File: config.mk
export PLATFORM = sky130hd
export DESIGN_NAME = bt_status_tx_flat
export DESIGN_NICKNAME = d
export VERILOG_FILES = /design/src/rtl/bt_codes.sv /design/src/rtl/bt_status_tx_if.sv /design/src/rtl/bt_tx_serializer.sv /design/src/rtl/bt_status_tx.sv /design/src/flat_wrapper.sv
export SDC_FILE = /design/constraint.sdc
export NUM_CORES = 1
export LEC_CHECK = 0
export ABC_AREA = 0
export BUFFER_PORTS_ARGS = -buffer_cell sky130_fd_sc_hd__buf_4
export CAP_MARGIN = 20
export CORE_ASPECT_RATIO = 1.75
export CORE_MARGIN = 8
export CORE_UTILIZATION = 45
export CTS_BUF_LIST = sky130_fd_sc_hd__clkbuf_16
export DETAILED_ROUTE_END_ITERATION = 8
export GPL_ROUTABILITY_DRIVEN = 0
export PLACE_DENSITY = 0.64
export SETUP_SLACK_MARGIN = 0.3
export SLEW_MARGIN = 20
export SYNTH_ARGS = -nofsm -noshare
export SYNTH_HDL_FRONTEND = slang
export SYNTH_SLANG_ARGS = --single-unit
File: constraint.sdc
create_clock -name clkf -period 2.64 [get_ports clkf]
set_clock_uncertainty 0.05 [all_clocks]
set_input_delay 0.264 -clock clkf [delete_from_list [all_inputs] [get_ports clkf]]
set_output_delay 0.264 -clock clkf [all_outputs]
set_load 0.03 [all_outputs]
File: src/rtl/bt_codes.sv
// Shared Bluetooth status codes: ASCII constants, FSM encodings, status
// payload and the frame byte builder. Also imported by the RX command decoder.
package bt_codes;

  localparam logic [7:0] ASC_A  = 8'h41;  // motor up
  localparam logic [7:0] ASC_B  = 8'h42;  // motor down
  localparam logic [7:0] ASC_C  = 8'h43;  // motor stop
  localparam logic [7:0] ASC_E  = 8'h45;  // illegal motor command
  localparam logic [7:0] ASC_J  = 8'h4A;  // lamp on
  localparam logic [7:0] ASC_K  = 8'h4B;  // lamp off
  localparam logic [7:0] ASC_S  = 8'h53;  // frame header
  localparam logic [7:0] ASC_LF = 8'h0A;  // frame trailer

  localparam int unsigned FRAME_BYTES = 4;

  // Line-level serializer states
  typedef enum logic [1:0] {
    LN_IDLE  = 2'd0,
    LN_START = 2'd1,
    LN_DATA  = 2'd2,
    LN_STOP  = 2'd3
  } line_state_e;

  // Frame sequencer states
  typedef enum logic {
    FRM_IDLE = 1'b0,
    FRM_SEND = 1'b1
  } frm_state_e;

  // Snapshot of the reported controls
  typedef struct packed {
    logic izq;
    logic der;
    logic on_off_l;
  } status_t;

  function automatic logic [7:0] motor_code(input logic izq, input logic der);
    logic [7:0] code;
    unique case ({izq, der})
      2'b00:   code = ASC_C;
      2'b01:   code = ASC_A;
      2'b10:   code = ASC_B;
      default: code = ASC_E;
    endcase
    return code;
  endfunction

  // Byte idx of the status frame 'S', motor, lamp, LF
  function automatic logic [7:0] frame_byte(input logic [1:0] idx, input status_t st);
    logic [7:0] b;
    unique case (idx)
      2'd0:    b = ASC_S;
      2'd1:    b = motor_code(st.izq, st.der);
      2'd2:    b = st.on_off_l ? ASC_J : ASC_K;
      default: b = ASC_LF;
    endcase
    return b;
  endfunction

endpackage

File: src/rtl/bt_status_tx_if.sv
// Status reporter bus: control inputs, report request and the serial line.
//   izq, der, on_off_l : decoded motor/lamp controls
//   req                : single-cycle report request
//   tx                 : UART line, idle high
//   busy, frame_done   : frame in progress / end-of-frame pulse
interface bt_status_tx_if;
  logic izq;
  logic der;
  logic on_off_l;
  logic req;
  logic tx;
  logic busy;
  logic frame_done;

  modport master (
    output izq, der, on_off_l, req,
    input  tx, busy, frame_done
  );

  modport slave (
    input  izq, der, on_off_l, req,
    output tx, busy, frame_done
  );
endinterface

File: src/rtl/bt_tx_serializer.sv
// Byte-wide 8N1 transmitter with baud counter.
//   clk, rst : clock, synchronous active-high reset
//   load     : accept data; only honoured while ready is high
//   data     : byte to send, LSB first
//   ready    : high in idle and in the last cycle of a stop bit, so a
//              following byte can be chained with no idle gap
//   tx       : serial line, idle high
module bt_tx_serializer
  import bt_codes::*;
#(
  parameter int unsigned CLKS_PER_BIT = 5208
) (
  input  logic       clk,
  input  logic       rst,
  input  logic       load,
  input  logic [7:0] data,
  output logic       ready,
  output logic       tx
);

  localparam int unsigned CNT_W = (CLKS_PER_BIT > 1) ? $clog2(CLKS_PER_BIT) : 1;
  localparam logic [CNT_W-1:0] CNT_LAST = CNT_W'(CLKS_PER_BIT - 1);

  line_state_e      state_q, state_d;
  logic [CNT_W-1:0] cnt_q, cnt_d;
  logic [2:0]       bit_q, bit_d;
  logic [7:0]       sh_q, sh_d;
  logic             tx_d, ready_d;
  logic             bit_end;

  assign bit_end = (cnt_q == CNT_LAST);

  // State and datapath registers
  always_ff @(posedge clk) begin
    if (rst) begin
      state_q <= LN_IDLE;
      cnt_q   <= '0;
      bit_q   <= '0;
      sh_q    <= '0;
      tx      <= 1'b1;
      ready   <= 1'b1;
    end else begin
      state_q <= state_d;
      cnt_q   <= cnt_d;
      bit_q   <= bit_d;
      sh_q    <= sh_d;
      tx      <= tx_d;
      ready   <= ready_d;
    end
  end

  // Next state; tx and ready are derived from the next state so they register
  always_comb begin
    state_d = state_q;
    cnt_d   = cnt_q + CNT_W'(1);
    bit_d   = bit_q;
    sh_d    = sh_q;

    unique case (state_q)
      LN_IDLE: begin
        cnt_d = '0;
        if (load) begin
          state_d = LN_START;
          sh_d    = data;
        end
      end
      LN_START: begin
        if (bit_end) begin
          state_d = LN_DATA;
          cnt_d   = '0;
          bit_d   = '0;
        end
      end
      LN_DATA: begin
        if (bit_end) begin
          cnt_d = '0;
          sh_d  = {1'b0, sh_q[7:1]};
          if (bit_q == 3'd7) state_d = LN_STOP;
          else               bit_d   = bit_q + 3'd1;
        end
      end
      LN_STOP: begin
        if (bit_end) begin
          cnt_d = '0;
          if (load) begin
            state_d = LN_START;
            sh_d    = data;
          end else begin
            state_d = LN_IDLE;
          end
        end
      end
      default: state_d = LN_IDLE;
    endcase

    unique case (state_d)
      LN_START: tx_d = 1'b0;
      LN_DATA:  tx_d = sh_d[0];
      default:  tx_d = 1'b1;
    endcase

    ready_d = (state_d == LN_IDLE) || ((state_d == LN_STOP) && (cnt_d == CNT_LAST));
  end

endmodule

File: src/rtl/bt_status_tx.sv
// Bluetooth status reporter: sends 'S', motor, lamp, LF as 8N1 whenever the
// controls differ from the last report or a report is requested.
//   clkf, rst : clock, synchronous active-high reset
//   bus       : slave side of bt_status_tx_if (controls, req, tx, busy,
//               frame_done)
module bt_status_tx
  import bt_codes::*;
#(
  parameter int unsigned CLK_HZ = 50_000_000,
  parameter int unsigned BAUD   = 9600
) (
  input  logic           clkf,
  input  logic           rst,
  bt_status_tx_if.slave  bus
);

  localparam int unsigned CLKS_PER_BIT = CLK_HZ / BAUD;

  frm_state_e state_q, state_d;
  logic [1:0] byte_q, byte_d;
  logic       pend_q, pend_d;
  status_t    last_q, last_d;
  status_t    snap_q, snap_d;
  logic       busy_q, busy_d;
  logic       done_q, done_d;
  status_t    live;
  logic       load_c;
  logic [7:0] data_c;
  logic       ser_ready;

  assign live = {bus.izq, bus.der, bus.on_off_l};

  bt_tx_serializer #(
    .CLKS_PER_BIT (CLKS_PER_BIT)
  ) u_ser (
    .clk   (clkf),
    .rst   (rst),
    .load  (load_c),
    .data  (data_c),
    .ready (ser_ready),
    .tx    (bus.tx)
  );

  assign bus.busy       = busy_q;
  assign bus.frame_done = done_q;

  // Sequencer registers
  always_ff @(posedge clkf) begin
    if (rst) begin
      state_q <= FRM_IDLE;
      byte_q  <= '0;
      pend_q  <= 1'b0;
      last_q  <= '0;
      snap_q  <= '0;
      busy_q  <= 1'b0;
      done_q  <= 1'b0;
    end else begin
      state_q <= state_d;
      byte_q  <= byte_d;
      pend_q  <= pend_d;
      last_q  <= last_d;
      snap_q  <= snap_d;
      busy_q  <= busy_d;
      done_q  <= done_d;
    end
  end

  // Frame trigger and byte sequencing
  always_comb begin
    state_d = state_q;
    byte_d  = byte_q;
    pend_d  = pend_q | bus.req;
    last_d  = last_q;
    snap_d  = snap_q;
    busy_d  = busy_q;
    done_d  = 1'b0;
    load_c  = 1'b0;
    data_c  = frame_byte(byte_q + 2'd1, snap_q);

    unique case (state_q)
      FRM_IDLE: begin
        // Starting a frame consumes any pending request, including one this cycle
        if (pend_q || bus.req || (live != last_q)) begin
          state_d = FRM_SEND;
          snap_d  = live;
          last_d  = live;
          byte_d  = '0;
          pend_d  = 1'b0;
          busy_d  = 1'b1;
          load_c  = 1'b1;
          data_c  = frame_byte(2'd0, live);
        end
      end
      FRM_SEND: begin
        if (ser_ready) begin
          if (byte_q != 2'(FRAME_BYTES - 1)) begin
            byte_d = byte_q + 2'd1;
            load_c = 1'b1;
          end else begin
            state_d = FRM_IDLE;
            busy_d  = 1'b0;
            done_d  = 1'b1;
          end
        end
      end
      default: state_d = FRM_IDLE;
    endcase
  end

endmodule

File: src/flat_wrapper.sv
// flat-port wrapper written by rule: the top's interface ports become plain ports
module bt_status_tx_flat import bt_codes::*;
#(
  parameter int unsigned CLK_HZ = 50_000_000,
  parameter int unsigned BAUD   = 9600
)
  (clkf, rst, bus_izq, bus_der, bus_on_off_l, bus_req, bus_tx, bus_busy, bus_frame_done);
  bt_status_tx_if bus_i ();
  input  logic clkf;
  input  logic rst;
  input wire logic [$bits(bus_i.izq)-1:0] bus_izq;
  input wire logic [$bits(bus_i.der)-1:0] bus_der;
  input wire logic [$bits(bus_i.on_off_l)-1:0] bus_on_off_l;
  input wire logic [$bits(bus_i.req)-1:0] bus_req;
  output wire logic [$bits(bus_i.tx)-1:0] bus_tx;
  output wire logic [$bits(bus_i.busy)-1:0] bus_busy;
  output wire logic [$bits(bus_i.frame_done)-1:0] bus_frame_done;
  assign bus_i.izq = bus_izq;
  assign bus_i.der = bus_der;
  assign bus_i.on_off_l = bus_on_off_l;
  assign bus_i.req = bus_req;
  assign bus_tx = bus_i.tx;
  assign bus_busy = bus_i.busy;
  assign bus_frame_done = bus_i.frame_done;
  bt_status_tx #(.CLK_HZ(CLK_HZ), .BAUD(BAUD)) u_core (.clkf(clkf), .rst(rst), .bus(bus_i));
endmodule
==> impl_metrics.env, run 1 <==
export IMPL_status="finished clean"
export IMPL_dp_hpwl_um=3180
export IMPL_cts_sinks=37
export IMPL_crit_path_max_fanout=7
export IMPL_total_inserted_antenna_cells=0
export IMPL_tritoncts_clock_tree="done"
export IMPL_fp_row_count=32
export IMPL_final_util_pct=53.0
export IMPL_clk_pin_slew_worst_paths_ps=60
export IMPL_synth_seq_area_share_pct=37.9
export IMPL_cts_max_path_buffers=2
export IMPL_cpPeakStageDelay_ps=530
export IMPL_syn_num_nets=253
export IMPL_synth_enable_flop_cells=0
export IMPL_report_final_setup_viol=0
export IMPL_remaining_overflow_grt=0
export IMPL_worstSetupEndpointType="flip-flop"
export IMPL_routed_length_per_placed_instance_um=14.4
export IMPL_cp_num_buf_inv=1
export IMPL_chipWidth_um=65.9
export IMPL_core_footprint_um2=4280
export IMPL_drv_cap=0
export IMPL_totalWireLength_um=4430
export IMPL_drcViolationCount=0
export IMPL_final_min_period_over_clock_period_pct=85.1
export IMPL_first_global_vias=1680
export IMPL_max_freq_ghz=0.445
export IMPL_hold_path_class="input pin to flip-flop"
export IMPL_grt_setup_unrepaired="true"
export IMPL_maximum_number_of_pins_on_one_net_before_global_route_repair=26
export IMPL_asyncSetResetFlopFracSynth_pct=0
export IMPL_timing_reg2reg_setup_slack_ps=390
export IMPL_pwrdens_nw_per_um2=588
export IMPL_p_leak_nw=0.860
export IMPL_cells_after_synthesis=240
export IMPL_cpMaxStageDelayCell="or3b_2"
export IMPL_finish_net_count=269
export IMPL_crit_top_cell="a21oi_1"
export IMPL_detail_route_antenna_nets=0
export IMPL_irDropWorstVdd_mv=0.527
export IMPL_top_level_ports=9
export IMPL_count_of_distinct_cell_types_in_the_synthesized_netlist=50
export IMPL_syn_cell_area_um2=1960
export IMPL_drtIter0Drc=89
export IMPL_cts_hold_buf=0
export IMPL_yosys_area_top_type="dfxtp_1"
export IMPL_layout_cells_most_common_list="38 x nor2_1, 37 x dfxtp_1, 21 x buf_4, 20 x nand2_1, 19 x a21oi_1"
export IMPL_routed_via_density=5.59
export IMPL_placement_io_buffers=8
export IMPL_detail_route_first_pass_iterations=5
export IMPL_required_ps=2800
export IMPL_start_kind="flip-flop"
export IMPL_grt_first_pass_wirelength_um=7530
export IMPL_fraction_of_layout_instances_using_a_drive_strength_above_1_pct=13.2
export IMPL_antenna_found_initial=0
export IMPL_crit_arrival_ps=2410
export IMPL_cts_inserted_buffers=5
export IMPL_synthesis_to_layout_area_growth_pct=16.0
export IMPL_grt_usage_pct=14.4
export IMPL_worst_path_dominant_cell_family="simple AND/OR/NAND/NOR gates"
export IMPL_clk_root_buffer_cell="clkbuf_16"
export IMPL_layout_commonest_cell="nor2_1"
export IMPL_final_critical_period_ps=2250
export IMPL_route_vias_total=1722
export IMPL_clk_insertion_delay_late_ps=280
export IMPL_initial_core_util_pct=45.7
export IMPL_syn_mean_instance_area_um2=8.15
export IMPL_dieHeight_um=103
export IMPL_synth_yosys_warnings=0
export IMPL_relSlewSlack_pct=70.1
export IMPL_worstPathCellList="or3b_2 > nor4_4 > buf_4 > and2_1 > a21oi_1 > or4_1 > a21oi_1"
export IMPL_floorplan_die_area_um2=6800
export IMPL_worst_pin_slew_ps=448
export IMPL_ys_top_cells_by_area="dfxtp_1 38%, nor2_1 7.5%, a21oi_1 4.9%, ha_1 4.5%, nand2_1 3.8%"
export IMPL_finalHoldViolations=0
export IMPL_critical_path_class="flip-flop to flip-flop"
export IMPL_yosys_register_bits=37
export IMPL_fin_tns_setup_ps=0
export IMPL_htreeDepth=2
export IMPL_timing_max_transition_violations_final=0
export IMPL_yosys_area_top_type_share_pct=37.9
export IMPL_synth_main_ff_cell="dfxtp_1"
## power by group
group	internal, W	switching [W]	total (W)
clock	0.000346	0.000231	0.000577
combinational	0.0000670	0.0000896	0.000157
sequential	0.000583	0.0000200	0.000602
## layout make-up
type                            count  area [um^2]
Clock buffer                        5          125
Clock inverter                      3         17.5
Fill cell                         403         2010
Inverter                            8         30.0
Multi-Input combinational cell    183         1130
Sequential cell                    37          741
Tap cell                           51         63.8
Timing Repair Buffer               21          158
## flip-flops by register name, summed over array words and instances, names as in the netlist
name	count
u_core.pend_q	1
u_core.byte_q	2
u_core.u_ser.sh_q	8
u_core.u_ser.state_q	2
u_core.state_q	1
u_core.u_ser.tx	1
u_core.u_ser.cnt_q	13
u_core.bus.frame_done	1
u_core.last_q	2
u_core.u_ser.bit_q	3
u_core.snap_q	1
u_core.bus.busy	1
u_core.u_ser.ready	1
## path summary, 6_finish.rpt
kind | startpoint | to | cells after the start
min | bus_izq | u_core.snap_q[2] | 3
max reg2reg | u_core.u_ser.cnt_q[4] | u_core.u_ser.sh_q[2] | 7
min reg2reg | u_core.u_ser.bit_q[1] | u_core.u_ser.bit_q[1] | 2
max | u_core.u_ser.cnt_q[4] | u_core.u_ser.sh_q[2] | 7
## worst min-delay path: cells and delay by family
family                 cells  cell delay [ps]
buffers and inverters      1               90
muxes                      1               50
and+or+nand+nor            1               70
## cell families after synthesis
family          after synthesis  synth area share (%)
compound gates               54                  17.8
xor+xnor                     15                  6.71
fa+ha+maj                     7                  4.48
buf+inv                      20                  4.35
flops                        37                  37.9
mux                           4                  2.05
simple gates                103                  26.7
## routing by layer
metal	up-vias	GRT usage (%)	routed length, um
met2	37	26.8	2420
met1	798	13.9	1780
met4	0	8.45	95
met3	8	3.24	133
li1	879	-	-
met5	-	0	0
## stage by stage
stage          std cells  instance area [um^2]  setup WS (ps)  power, W  hold WS [ps]
2_1_floorplan        240                  1960            524  0.000721           358
3_3_place_gp         297                  2100            398  0.000772           395
3_5_place_dp         297                  2100            386  0.000771           401
4_1_cts              305                  2240            366   0.00135           174
5_1_grt              308                  2270            272   0.00140           198
6_report             308                  2270            394   0.00134           178
## Yosys cell counts, types with 2 or more instances
cell type and n:
nor3b_1 3, a211oi_1 2, nand3_1 4, xor2_1 8, o22ai_1 2, nand2_1 20
nor4_1 3, a22oi_1 4, or3_1 2, nor2_1 39, nand2b_1 6, and4_1 2
a31oi_1 3, a21o_1 2, a221oi_1 3, o21ai_0 7, clkbuf_1 8, mux2i_1 4
ha_1 7, xnor2_1 7, and2_1 3, dfxtp_1 37, buf_4 2, inv_1 7
a21oi_1 19, nand4b_1 2, nor2b_1 2, nand4_1 4, nor3_1 6, buf_2 2
## what timing repair did
action,in CTS,in global routing
endpoints found under the setup margin,0,8
setup buffers,0,3
resized for setup,0,2
(Power assumes the default switching activity.)
==> run 2, diff against run 1 <==
--- a/config.mk
+++ b/config.mk
@@ -6,15 +6,15 @@
 export NUM_CORES = 1
 export LEC_CHECK = 0
 export ABC_AREA = 0
-export BUFFER_PORTS_ARGS = -buffer_cell sky130_fd_sc_hd__buf_4
 export CAP_MARGIN = 20
 export CORE_ASPECT_RATIO = 1.75
 export CORE_MARGIN = 8
 export CORE_UTILIZATION = 45
 export CTS_BUF_LIST = sky130_fd_sc_hd__clkbuf_16
 export DETAILED_ROUTE_END_ITERATION = 8
+export DONT_BUFFER_PORTS = 1
 export GPL_ROUTABILITY_DRIVEN = 0
-export PLACE_DENSITY = 0.64
+export PLACE_DENSITY = 0.63
 export SETUP_SLACK_MARGIN = 0.3
 export SLEW_MARGIN = 20
 export SYNTH_ARGS = -nofsm -noshare
==> impl_metrics.env, run 2 (synthesized netlist as in run 1, its figures left out) <==
export IMPL_cts_max_path_buffers=2
export IMPL_final_critical_period_ps=2210
export IMPL_layout_commonest_cell="nor2_1"
export IMPL_finish_net_count=260
export IMPL_hold_path_startpoint="rst"
export IMPL_fp_row_count=32
export IMPL_finalHoldViolations=0
export IMPL_worst_path_dominant_cell_family="simple AND/OR/NAND/NOR gates"
export IMPL_placement_io_buffers=0
export IMPL_fin_tns_setup_ps=0
export IMPL_initial_core_util_pct=45.7
export IMPL_totalWireLength_um=4730
export IMPL_cpPeakStageDelay_ps=460
export IMPL_tritoncts_clock_tree="done"
export IMPL_worstSetupStartpoint="u_core.u_ser.cnt_q[5]"
export IMPL_hold_path_class="input pin to flip-flop"
export IMPL_synthesis_to_layout_area_growth_pct=14.8
export IMPL_max_freq_ghz=0.452
export IMPL_route_vias_total=1683
export IMPL_worst_pin_slew_ps=607
export IMPL_required_ps=2800
export IMPL_worstPathCellList="or3b_4 > nor4_4 > and2_1 > a21oi_1 > or4_1 > a21oi_1"
export IMPL_layout_cells_most_common_list="38 x nor2_1, 36 x dfxtp_1, 19 x nand2_1, 19 x a21oi_1, 11 x buf_4"
export IMPL_start_kind="flip-flop"
export IMPL_final_min_period_over_clock_period_pct=83.9
export IMPL_cpMaxStageDelayCell="or4_1"
export IMPL_registers_top_by_ff_count="u_core.u_ser.cnt_q"
export IMPL_total_inserted_antenna_cells=0
export IMPL_clk_pin_slew_worst_paths_ps=60
export IMPL_grt_setup_unrepaired="false"
export IMPL_top_level_ports=9
export IMPL_drcViolationCount=0
export IMPL_antenna_found_initial=0
export IMPL_drv_cap=0
export IMPL_cp_num_buf_inv=0
export IMPL_r2r_start="u_core.u_ser.cnt_q[5]"
export IMPL_core_footprint_um2=4280
export IMPL_top_regs="u_core.u_ser.cnt_q (13), u_core.u_ser.sh_q (8), u_core.u_ser.bit_q (3)"
export IMPL_worstSetupEndpointType="flip-flop"
export IMPL_report_final_setup_viol=0
export IMPL_cts_sinks=37
export IMPL_detail_route_antenna_nets=0
export IMPL_crit_arrival_ps=2370
export IMPL_timing_max_transition_violations_final=0
export IMPL_first_global_vias=1712
export IMPL_dp_hpwl_um=3410
export IMPL_drtIter0Drc=63
export IMPL_cts_inserted_buffers=5
export IMPL_p_leak_nw=0.827
export IMPL_htreeDepth=2
export IMPL_irDropWorstVdd_mv=0.445
export IMPL_routed_length_per_placed_instance_um=15.9
export IMPL_n_fill_cell=400
export IMPL_chipWidth_um=65.9
export IMPL_dieHeight_um=103
export IMPL_status="finished clean"
export IMPL_maximum_number_of_pins_on_one_net_before_global_route_repair=21
export IMPL_timing_reg2reg_setup_slack_ps=430
export IMPL_floorplan_die_area_um2=6800
export IMPL_largest_register_ff_count=13
export IMPL_grt_usage_pct=15.0
export IMPL_relSlewSlack_pct=59.4
export IMPL_fraction_of_layout_instances_using_a_drive_strength_above_1_pct=11.3
export IMPL_fin_worst_hold_slack_ps=3.26
export IMPL_grt_first_pass_wirelength_um=7700
export IMPL_crit_top_cell="a21oi_1"
export IMPL_clk_insertion_delay_late_ps=280
export IMPL_detail_route_first_pass_iterations=4
export IMPL_crit_path_max_fanout=7
export IMPL_pwrdens_nw_per_um2=635
export IMPL_routed_via_density=5.65
export IMPL_clk_root_buffer_cell="clkbuf_16"
export IMPL_critical_path_class="flip-flop to flip-flop"
export IMPL_remaining_overflow_grt=0
## run 2: area by class of cell
class	instances	area [um^2]	area share, %
flip-flops and latches	37	742	33.0
clock inverters	2	35.0	1.56
multi-input cells	183	1160	51.5
well taps	51	63.8	2.84
clock buffers	5	125	5.57
repair buffers	12	92.6	4.12
inverters	8	30.0	1.34
## run 2: repair_timing
action / CTS / global route
gates resized for setup: 0 / 8
setup buffers: 0 / 2
endpoints found under the hold margin: 15 / 0
setup endpoints to repair: 0 / 22
hold buffers: 1 / 0
## run 2: metal layers
metal | share of wire (%) | global-route usage, %
met1 | 37 | 12.3
met2 | 56 | 29.5
met3 | 2.8 | 3.13
met4 | 4.6 | 11.0
met5 | 0 | 0
## run 2: final timing paths
kind | cells past startpoint | endpoint
setup reg to reg | 6 | u_core.u_ser.sh_q[2]
hold reg to reg | 2 | u_core.u_ser.bit_q[1]
setup / recovery | 6 | u_core.u_ser.sh_q[2]
hold / removal | 1 | u_core.u_ser.sh_q[5]
## run 2: power by group
| part | leakage, nW | total, W | internal (W) | switching [W] |
|---|---|---|---|---|
| registers | 0.303 | 0.000608 | 0.000583 | 0.0000253 |
| clock network | 0.0797 | 0.000672 | 0.000438 | 0.000233 |
| logic | 0.445 | 0.000146 | 0.0000613 | 0.0000845 |
## run 2: through the flow
stage	worst slack, ps	util (%)	instance area (um^2)	total power (W)	instances
after global placement	399	47.5	2030	0.000756	288
final	425	52.4	2250	0.00143	298
after detailed placement	333	47.5	2030	0.000757	288
after floorplan	524	-	1960	0.000721	240
after CTS	300	51.4	2200	0.00143	296
after global routing	304	52.4	2250	0.00147	298
==> run 3, diff against run 2 <==
==> constraint.sdc (replaced) <==
create_clock -name clkf -period 2.2 [get_ports clkf]
set_clock_uncertainty 0.05 [all_clocks]
set_input_delay 0.22 -clock clkf [delete_from_list [all_inputs] [get_ports clkf]]
set_output_delay 0.22 -clock clkf [all_outputs]
set_load 0.03 [all_outputs]
==> impl_metrics.env, run 3 (synthesized netlist as in run 1, its figures left out) <==
export IMPL_clk_root_buffer_cell="clkbuf_16"
export IMPL_largest_register_ff_count=13
export IMPL_layout_cells_most_common_list="35 x nor2_1, 30 x buf_4, 30 x dfxtp_1, 19 x nand2_1, 13 x a21oi_1"
export IMPL_crit_path_max_fanout=6
export IMPL_fin_tns_setup_ps=0
export IMPL_cpMaxStageDelayCell="or4_4"
export IMPL_top_level_ports=9
export IMPL_final_setup_worst_slack_ps=167
export IMPL_detail_route_antenna_nets=0
export IMPL_antenna_found_initial=0
export IMPL_finish_instance_area_um2=2580
export IMPL_timing_max_transition_violations_final=0
export IMPL_fin_worst_hold_slack_ps=-38.1
export IMPL_placement_io_buffers=0
export IMPL_synthesis_to_layout_area_growth_pct=31.6
export IMPL_floorplan_die_area_um2=6800
export IMPL_violated_checks="hold timing"
export IMPL_grt_util_met3_pct=2.91
export IMPL_status="finished with violations"
export IMPL_worstPathCellList="or3b_4 > nor4_4 > buf_6 > and2_4 > a21oi_2 > or4_4 > a21oi_2"
export IMPL_clk_pin_slew_worst_paths_ps=60
export IMPL_max_freq_ghz=0.492
export IMPL_first_global_vias=1886
export IMPL_n_fill_cell=390
export IMPL_top_regs="u_core.u_ser.cnt_q (13), u_core.u_ser.sh_q (8), u_core.u_ser.bit_q (3)"
export IMPL_drtIter0Drc=55
export IMPL_critical_path_class="flip-flop to flip-flop"
export IMPL_p_leak_nw=1.01
export IMPL_required_ps=2360
export IMPL_totalWireLength_um=5190
export IMPL_dieHeight_um=103
export IMPL_post_dp_cell_area_um2=2170
export IMPL_dp_hpwl_um=3780
export IMPL_tritoncts_clock_tree="done"
export IMPL_cts_sinks=37
export IMPL_final_min_period_over_clock_period_pct=92.4
export IMPL_cts_hold_buf=6
export IMPL_grt_usage_pct=16.2
export IMPL_route_vias_total=1850
export IMPL_met2_usage_in_global_routing_pct=32.0
export IMPL_maximum_number_of_pins_on_one_net_before_global_route_repair=26
export IMPL_hold_path_class="input pin to flip-flop"
export IMPL_drv_cap=0
export IMPL_finish_net_count=287
export IMPL_final_critical_period_ps=2030
export IMPL_chipWidth_um=65.9
export IMPL_grt_setup_unrepaired="true"
export IMPL_crit_top_cell="a21oi_2"
export IMPL_htreeDepth=2
export IMPL_cpPeakStageDelay_ps=420
export IMPL_detail_route_first_pass_iterations=4
export IMPL_pwrdens_nw_per_um2=632
export IMPL_pre_cts_slack_ps=112
export IMPL_initial_core_util_pct=45.7
export IMPL_routed_length_per_placed_instance_um=15.9
export IMPL_report_final_setup_viol=0
export IMPL_irDropWorstVdd_mv=0.564
export IMPL_fraction_of_layout_instances_using_a_drive_strength_above_1_pct=27.6
export IMPL_start_kind="flip-flop"
export IMPL_relSlewSlack_pct=71.5
export IMPL_crit_arrival_ps=2190
export IMPL_worstSetupEndpointType="flip-flop"
export IMPL_routed_via_density=5.67
export IMPL_remaining_overflow_grt=0
export IMPL_top_usage_layer="met2"
export IMPL_cts_inserted_buffers=5
export IMPL_registers_top_by_ff_count="u_core.u_ser.cnt_q"
export IMPL_layout_commonest_cell="nor2_1"
export IMPL_fp_row_count=32
export IMPL_clk_insertion_delay_late_ps=280
export IMPL_drcViolationCount=0
export IMPL_total_inserted_antenna_cells=0
export IMPL_use_met1_pct=13.1
export IMPL_finalHoldViolations=15
export IMPL_cts_max_path_buffers=2
export IMPL_worst_pin_slew_ps=426
export IMPL_core_footprint_um2=4280
export IMPL_grt_first_pass_wirelength_um=8450
[run 3: worst max-delay path: cells and delay by family (launching register included)]
| family | cells | cell delay, ps |
|---|---|---|
| AND/OR/NAND/NOR | 4 | 1240 |
| buffers and inverters | 1 | 170 |
| AO/OA/AOI/OAI | 2 | 170 |
| flip-flops | 1 | 340 |
[run 3: layer usage]
metal | vias up | wire, um | part of all wire [%]
met5 | - | 0 | 0
li1 | 916 | - | -
met4 | 0 | 336 | 6.5
met2 | 36 | 2920 | 56
met3 | 23 | 132 | 2.5
met1 | 875 | 1790 | 35
[run 3: worst paths after layout]
check / startpoint / end / cells after the start / slack, ps
max: u_core.u_ser.cnt_q[5] / u_core.u_ser.sh_q[2] / 7 / 170
min: rst / u_core.u_ser.bit_q[0] / 1 / -40
max reg2reg: u_core.u_ser.cnt_q[5] / u_core.u_ser.sh_q[2] / 7 / 170
min reg2reg: u_core.u_ser.bit_q[1] / u_core.u_ser.bit_q[1] / 2 / 400
[run 3: cell type report]
| type | instances | area (um^2) | area share [%] |
|---|---|---|---|
| sequential | 37 | 754 | 29.3 |
| multi-input combinational | 183 | 1270 | 49.3 |
| clock inverter | 3 | 13.8 | 0.534 |
| clock buffer | 5 | 125 | 4.86 |
| inverter | 8 | 30.0 | 1.17 |
| tap | 51 | 63.8 | 2.48 |
| timing repair buffer | 39 | 319 | 12.4 |
[run 3: per-stage QoR]
stage,std cells,hold slack (ps),utilization [%],total power [W]
2_1_floorplan,240,314,-,0.000869
3_3_place_gp,302,243,50.7,0.000925
5_1_grt,326,-48.6,60.1,0.00169
4_1_cts,324,-48.3,58.5,0.00163
3_5_place_dp,302,244,50.7,0.000925
6_report,326,-38.1,60.1,0.00163
[run 3: report_power, final]
| part | switching [W] | internal [W] | leakage, nW |
|---|---|---|---|
| combinational | 0.000114 | 0.000107 | 0.631 |
| sequential | 0.0000335 | 0.000697 | 0.306 |
| clock | 0.000265 | 0.000411 | 0.0748 |
[run 3: repair_timing]
| action | 4_1_cts | 5_1_grt |
|---|---|---|
| pin swaps | 13 | 4 |
| hold endpoints to repair | 22 | 15 |
| endpoints found under the setup margin | 11 | 13 |
| buffers inserted | 8 | 2 |
| gates resized for setup | 21 | 15 |
